## src/rtl/priority_way_encoder_pkg.sv

```systemverilog
// Shared constants and types for the priority way encoder.
// Holds the priority-mode codes, the multi-hit counter width and the output FSM state type.
package priority_way_encoder_pkg;

   localparam int PRI_LOW     = 0;
   localparam int PRI_HIGH    = 1;
   localparam int PRI_RR      = 2;
   localparam int MULTI_CNT_W = 16;

   typedef enum logic {
      ST_EMPTY = 1'b0,
      ST_FULL  = 1'b1
   } out_state_e;

endpackage

```

## src/rtl/priority_way_encoder_find_first.sv

```systemverilog
// Combinational find-first-set: returns the lowest set index of vec_i and whether any bit was set.
// An all-zero vector yields index 0 with found_o low.
module way_find_first #(
   parameter  int WAYS  = 8,
   localparam int IDX_W = $clog2(WAYS)
) (
   input  logic [WAYS-1:0]  vec_i,
   output logic [IDX_W-1:0] idx_o,
   output logic             found_o
);

   // Scanning downward lets the lowest set bit be the last writer.
   always_comb begin
      idx_o   = '0;
      found_o = 1'b0;
      for (int i = WAYS - 1; i >= 0; i--) begin
         if (vec_i[i]) begin
            idx_o   = IDX_W'(i);
            found_o = 1'b1;
         end
      end
   end

endmodule

```

## src/rtl/priority_way_encoder.sv

```systemverilog
// Registered way-selection encoder with a one-entry valid/ready output stage.
// Supports lowest-first, highest-first and round-robin priority over a way hit vector.
module priority_way_encoder
   import priority_way_encoder_pkg::*;
#(
   parameter  int WAYS  = 8,
   parameter  int MODE  = PRI_LOW,
   localparam int IDX_W = $clog2(WAYS)
) (
   input  logic                   clock,
   input  logic                   reset_n,
   input  logic                   in_valid,
   output logic                   in_ready,
   input  logic [WAYS-1:0]        in_vec,
   output logic                   out_valid,
   input  logic                   out_ready,
   output logic [IDX_W-1:0]       out_idx,
   output logic                   out_none,
   output logic                   out_multi,
   output logic [MULTI_CNT_W-1:0] multi_count
);

   // Handshake: a vector moves on a rising edge when in_valid && in_ready; a held result
   // leaves on a rising edge when out_valid && out_ready. in_ready depends only on state
   // and out_ready, so a new vector can replace a result in the cycle it is consumed.

   out_state_e             state_q, state_d;
   logic [IDX_W-1:0]       idx_q, idx_d;
   logic [IDX_W-1:0]       ptr_q, ptr_d;
   logic                   none_q, none_d;
   logic                   multi_q, multi_d;
   logic [MULTI_CNT_W-1:0] mcount_q, mcount_d;

   logic                   accept;
   logic                   vec_multi;
   logic                   found;
   logic [WAYS-1:0]        search_vec;
   logic [IDX_W-1:0]       ff_idx;
   logic [IDX_W-1:0]       sel_idx;
   logic [IDX_W:0]         idx_sum;

   assign in_ready  = (state_q == ST_EMPTY) || out_ready;
   assign accept    = in_valid && in_ready;
   assign vec_multi = |(in_vec & (in_vec - WAYS'(1)));

   // Highest-first reverses the vector; round-robin rotates it so bit 0 is way ptr.
   always_comb begin
      search_vec = in_vec;
      if (MODE == PRI_HIGH) begin
         for (int i = 0; i < WAYS; i++) begin
            search_vec[i] = in_vec[WAYS-1-i];
         end
      end else if (MODE == PRI_RR) begin
         for (int i = 0; i < WAYS; i++) begin
            if (i + int'(ptr_q) >= WAYS) begin
               search_vec[i] = in_vec[i + int'(ptr_q) - WAYS];
            end else begin
               search_vec[i] = in_vec[i + int'(ptr_q)];
            end
         end
      end
   end

   way_find_first #(
      .WAYS (WAYS)
   ) u_find_first (
      .vec_i   (search_vec),
      .idx_o   (ff_idx),
      .found_o (found)
   );

   // Map the index in the searched vector back to the way number.
   always_comb begin
      idx_sum = {1'b0, ff_idx} + {1'b0, ptr_q};
      sel_idx = ff_idx;
      if (MODE == PRI_HIGH) begin
         sel_idx = IDX_W'(WAYS - 1) - ff_idx;
      end else if (MODE == PRI_RR) begin
         if (idx_sum >= (IDX_W+1)'(WAYS)) begin
            sel_idx = IDX_W'(idx_sum - (IDX_W+1)'(WAYS));
         end else begin
            sel_idx = idx_sum[IDX_W-1:0];
         end
      end
      if (!found) begin
         sel_idx = '0;
      end
   end

   always_comb begin
      state_d  = state_q;
      idx_d    = idx_q;
      none_d   = none_q;
      multi_d  = multi_q;
      ptr_d    = ptr_q;
      mcount_d = mcount_q;

      case (state_q)
         ST_EMPTY: if (accept) state_d = ST_FULL;
         ST_FULL:  if (out_ready && !accept) state_d = ST_EMPTY;
         default:  state_d = ST_EMPTY;
      endcase

      if (accept) begin
         idx_d   = sel_idx;
         none_d  = !found;
         multi_d = vec_multi;
         if (vec_multi && (mcount_q != {MULTI_CNT_W{1'b1}})) begin
            mcount_d = mcount_q + MULTI_CNT_W'(1);
         end
      end

      // Pointer moves one past the granted way; it stays put for an empty vector.
      if (MODE == PRI_RR) begin
         if (accept && found) begin
            ptr_d = (sel_idx == IDX_W'(WAYS - 1)) ? '0 : sel_idx + IDX_W'(1);
         end
      end else begin
         ptr_d = '0;
      end
   end

   always_ff @(posedge clock or negedge reset_n) begin
      if (!reset_n) begin
         state_q  <= ST_EMPTY;
         idx_q    <= '0;
         none_q   <= 1'b0;
         multi_q  <= 1'b0;
         ptr_q    <= '0;
         mcount_q <= '0;
      end else begin
         state_q  <= state_d;
         idx_q    <= idx_d;
         none_q   <= none_d;
         multi_q  <= multi_d;
         ptr_q    <= ptr_d;
         mcount_q <= mcount_d;
      end
   end

   assign out_valid   = (state_q == ST_FULL);
   assign out_idx     = idx_q;
   assign out_none    = none_q;
   assign out_multi   = multi_q;
   assign multi_count = mcount_q;

endmodule

```

## config.mk

```make
export PLATFORM = sky130hd
export DESIGN_NAME = priority_way_encoder
export DESIGN_NICKNAME = d
export VERILOG_FILES = /design/src/rtl/priority_way_encoder_pkg.sv /design/src/rtl/priority_way_encoder_find_first.sv /design/src/rtl/priority_way_encoder.sv
export SDC_FILE = /design/constraint.sdc
export NUM_CORES = 1
export LEC_CHECK = 0
export ABC_AREA = 0
export CAP_MARGIN = 20
export CORE_ASPECT_RATIO = 1.2
export CORE_UTILIZATION = 45
export DETAILED_ROUTE_END_ITERATION = 8
export GPL_TIMING_DRIVEN = 0
export PLACE_DENSITY_LB_ADDON = 0.15
export REMOVE_ABC_BUFFERS = 1
export SETUP_SLACK_MARGIN = 0.15
export SYNTH_ARGS = -nofsm -noshare
export SYNTH_HDL_FRONTEND = slang
export SYNTH_SLANG_ARGS = --single-unit
export TNS_END_PERCENT = 30
```

## constraint.sdc

```tcl
create_clock -name clock -period 2.3 [get_ports clock]
set_clock_uncertainty 0.1 [all_clocks]
set_input_delay 0.345 -clock clock [delete_from_list [all_inputs] [get_ports clock]]
set_output_delay 0.345 -clock clock [all_outputs]
set_load 0.02 [all_outputs]
```

==> metrics.txt <==
Avg Inst Size Synth 9.98 um^2; Fmax 489 MHz; Synth Cell Area 1170 um^2; detailed-route via count 1081; power consumption 0.00108 W; Mapped Cells 117; post-synth cell types 34; Setup crit end kind flip-flop; clock buffer depth 2; Core ar. 2380 um^2; status complete, no violations; area grow syn2layout 39.4%; clock transition at the registers of the reported paths 120 ps; xor and xnor area share after synthesis 9.00%; Post-Synth Adder-Cell Area 1.07%; wire length per cell 13.7 um; EDFF count, synth 0; floorplan row count 19; Final ANT Viol Nets 0; peak supply drop 461 uV; WL final 2.56 mm; minimum clock period 2040 ps; most common cell after layout, fill and taps aside clkdlybuf4s50_1; worst slew pin tran 504 ps; Die Footprint 2800 um^2; Top FF cell, synth dfrtp_1; antenna violations before repair 0; Hold Buf Count CTS 0; crit path cell chain clkdlybuf4s50_1, or4_4, a211oi_4, o21ai_4, nand4_1, mux2_2; design area 1630 um^2; clk root buf clkbuf_4; vias in the first global route 1037; mux contribution to synthesized area 2.89%; nets 171; layout cells sized above 1 11.5%; # port buffers 34; total CTS buffers 3; WP data required 2400 ps; Remaining Overflow, GRT 0; Leak 0.662 nW; most frequent cells in the layout clkdlybuf4s50_1 (31), dfrtp_1 (22), nand2_1 (13); final hold violations 0; CTS Sinks 22; Synth Area in Compound Gates 12.1%; # H-tree levels 1; GP Congestion 0.807; Final Slew Violations 0; Slew headroom 66.3%; Worst Path Arrival 2140 ps; PwrDens 662 nW/um^2; DP Area 1530 um^2; die width 48.5 um; largest net degree at the start of global routing 23; Max FO, Critical Path 9; initial core utilization 49.1%; initial drt markers 19; final worst-path cycle share 88.9%; Final setup viols 0; post-route insts no fill 187; dpl cells 179; Min-Delay Path Class input pin to async pin; sequential area share after synthesis 47.2%; Final Util 68.5%; largest family of logic cells by synthesized area simple AND/OR/NAND/NOR gates; Tot GR Track Use 21.1%; DR pass1 iterations 4; vias per cell 5.78; residual DRC count 0; unrepaired setup endpoints after global routing yes; Final TNS setup 0 ps; die span in y 57.8 um; global-route wire length before repair 4.50 mm; Synth Area in Simple Gates 25.5%; diodes inserted 0; Setup CP Type input pin to flip-flop; FFs w/ async S/R, synth 100%; clock latency on the worst-skew pair 300 ps; hpwl dp 1.83 mm; critical path launch point type input pin; fill count 193; Crit path largest cell delay 480 ps; warnings from Yosys 0; # IOs 35; Slowest-stage cell, CP clkdlybuf4s50_1; flops & latches, synth 22; CTS tree built; Max-Cap Viols 0
-- state kept, by name, indices dropped and copies added, names as in the netlist --
register and count:
out_multi 1, out_idx 3, out_valid 1, out_none 1
multi_count 16
-- per-layer routing --
metal | global-route usage, % | part of all wire (%)
met5 | 0 | 0
met3 | 2.36 | 3.0
met1 | 22.9 | 40
met2 | 39.6 | 55
met4 | 12.6 | 2.0
-- cell families after synthesis --
group	after synthesis
AO/OA/AOI/OAI	19
XOR/XNOR	12
adder cells (fa/ha/maj)	1
buffers and inverters	5
flip-flops	22
multiplexers	3
AND/OR/NAND/NOR	55
-- cell usage after synthesis, types with 2 or more instances --
cell	number	area, um^2
xor2_1	2	17.5
nor2_1	5	18.8
nor3_1	5	25.0
and2_1	2	12.5
nor4b_1	2	17.5
nand3_1	10	50.1
clkbuf_1	2	7.51
xnor2_1	10	87.6
dfrtp_1	22	551
a211oi_1	3	22.5
inv_1	2	7.51
mux2_2	3	33.8
nand2b_1	3	18.8
o31ai_1	2	15.0
nand4_1	6	37.5
a21oi_1	5	25.0
and3_1	4	25.0
nand2_1	13	48.8
-- final timing paths --
check                                from              end  slack, ps  depth (start not counted)
min reg2reg                    out_idx[0]       out_idx[0]        400                          2
min                               reset_n   multi_count[5]        230                          1
max                             in_vec[1]  multi_count[12]        260                          6
max in group asynchronous         reset_n         out_none       1430                          2
min in group clock              in_vec[0]       out_idx[0]        260                          2
max reg2reg                multi_count[0]   multi_count[1]        300                          6
-- critical path: cells and delay by family --
kind,cells,cell delay [ps]
AOI/OAI and AO/OA,2,390
buffers and inverters,1,480
muxes,1,330
and+or+nand+nor,2,590
-- report_power, final --
group / internal [W] / switching [W] / total, W
sequential: 0.000448 / 0.0000759 / 0.000524
combinational: 0.000195 / 0.000186 / 0.000381
clock: 0.0000611 / 0.000112 / 0.000173
-- cell type report --
| class | instances | area [um^2] | area share, % |
|---|---|---|---|
| clock buffers | 3 | 22.5 | 1.38 |
| well taps | 31 | 38.8 | 2.38 |
| multi-input cells | 90 | 616 | 37.8 |
| repair buffers | 39 | 393 | 24.1 |
| flip-flops and latches | 22 | 551 | 33.8 |
| inverters | 2 | 7.51 | 0.461 |
-- stage by stage --
stage | worst slack, ps | hold slack, ps
4_1_cts | 164 | 403
3_5_place_dp | -351 | 375
6_report | 256 | 229
2_1_floorplan | 314 | -50.6
5_1_grt | 147 | 243
3_3_place_gp | -320 | 366
-- timing repair --
action	4_1_cts	5_1_grt
pin swaps	2	0
setup buffers	4	0
endpoints found under the setup margin	5	8
gates cloned	0	0
gates resized for setup	4	4
Power figures use the tool's default switching activity.
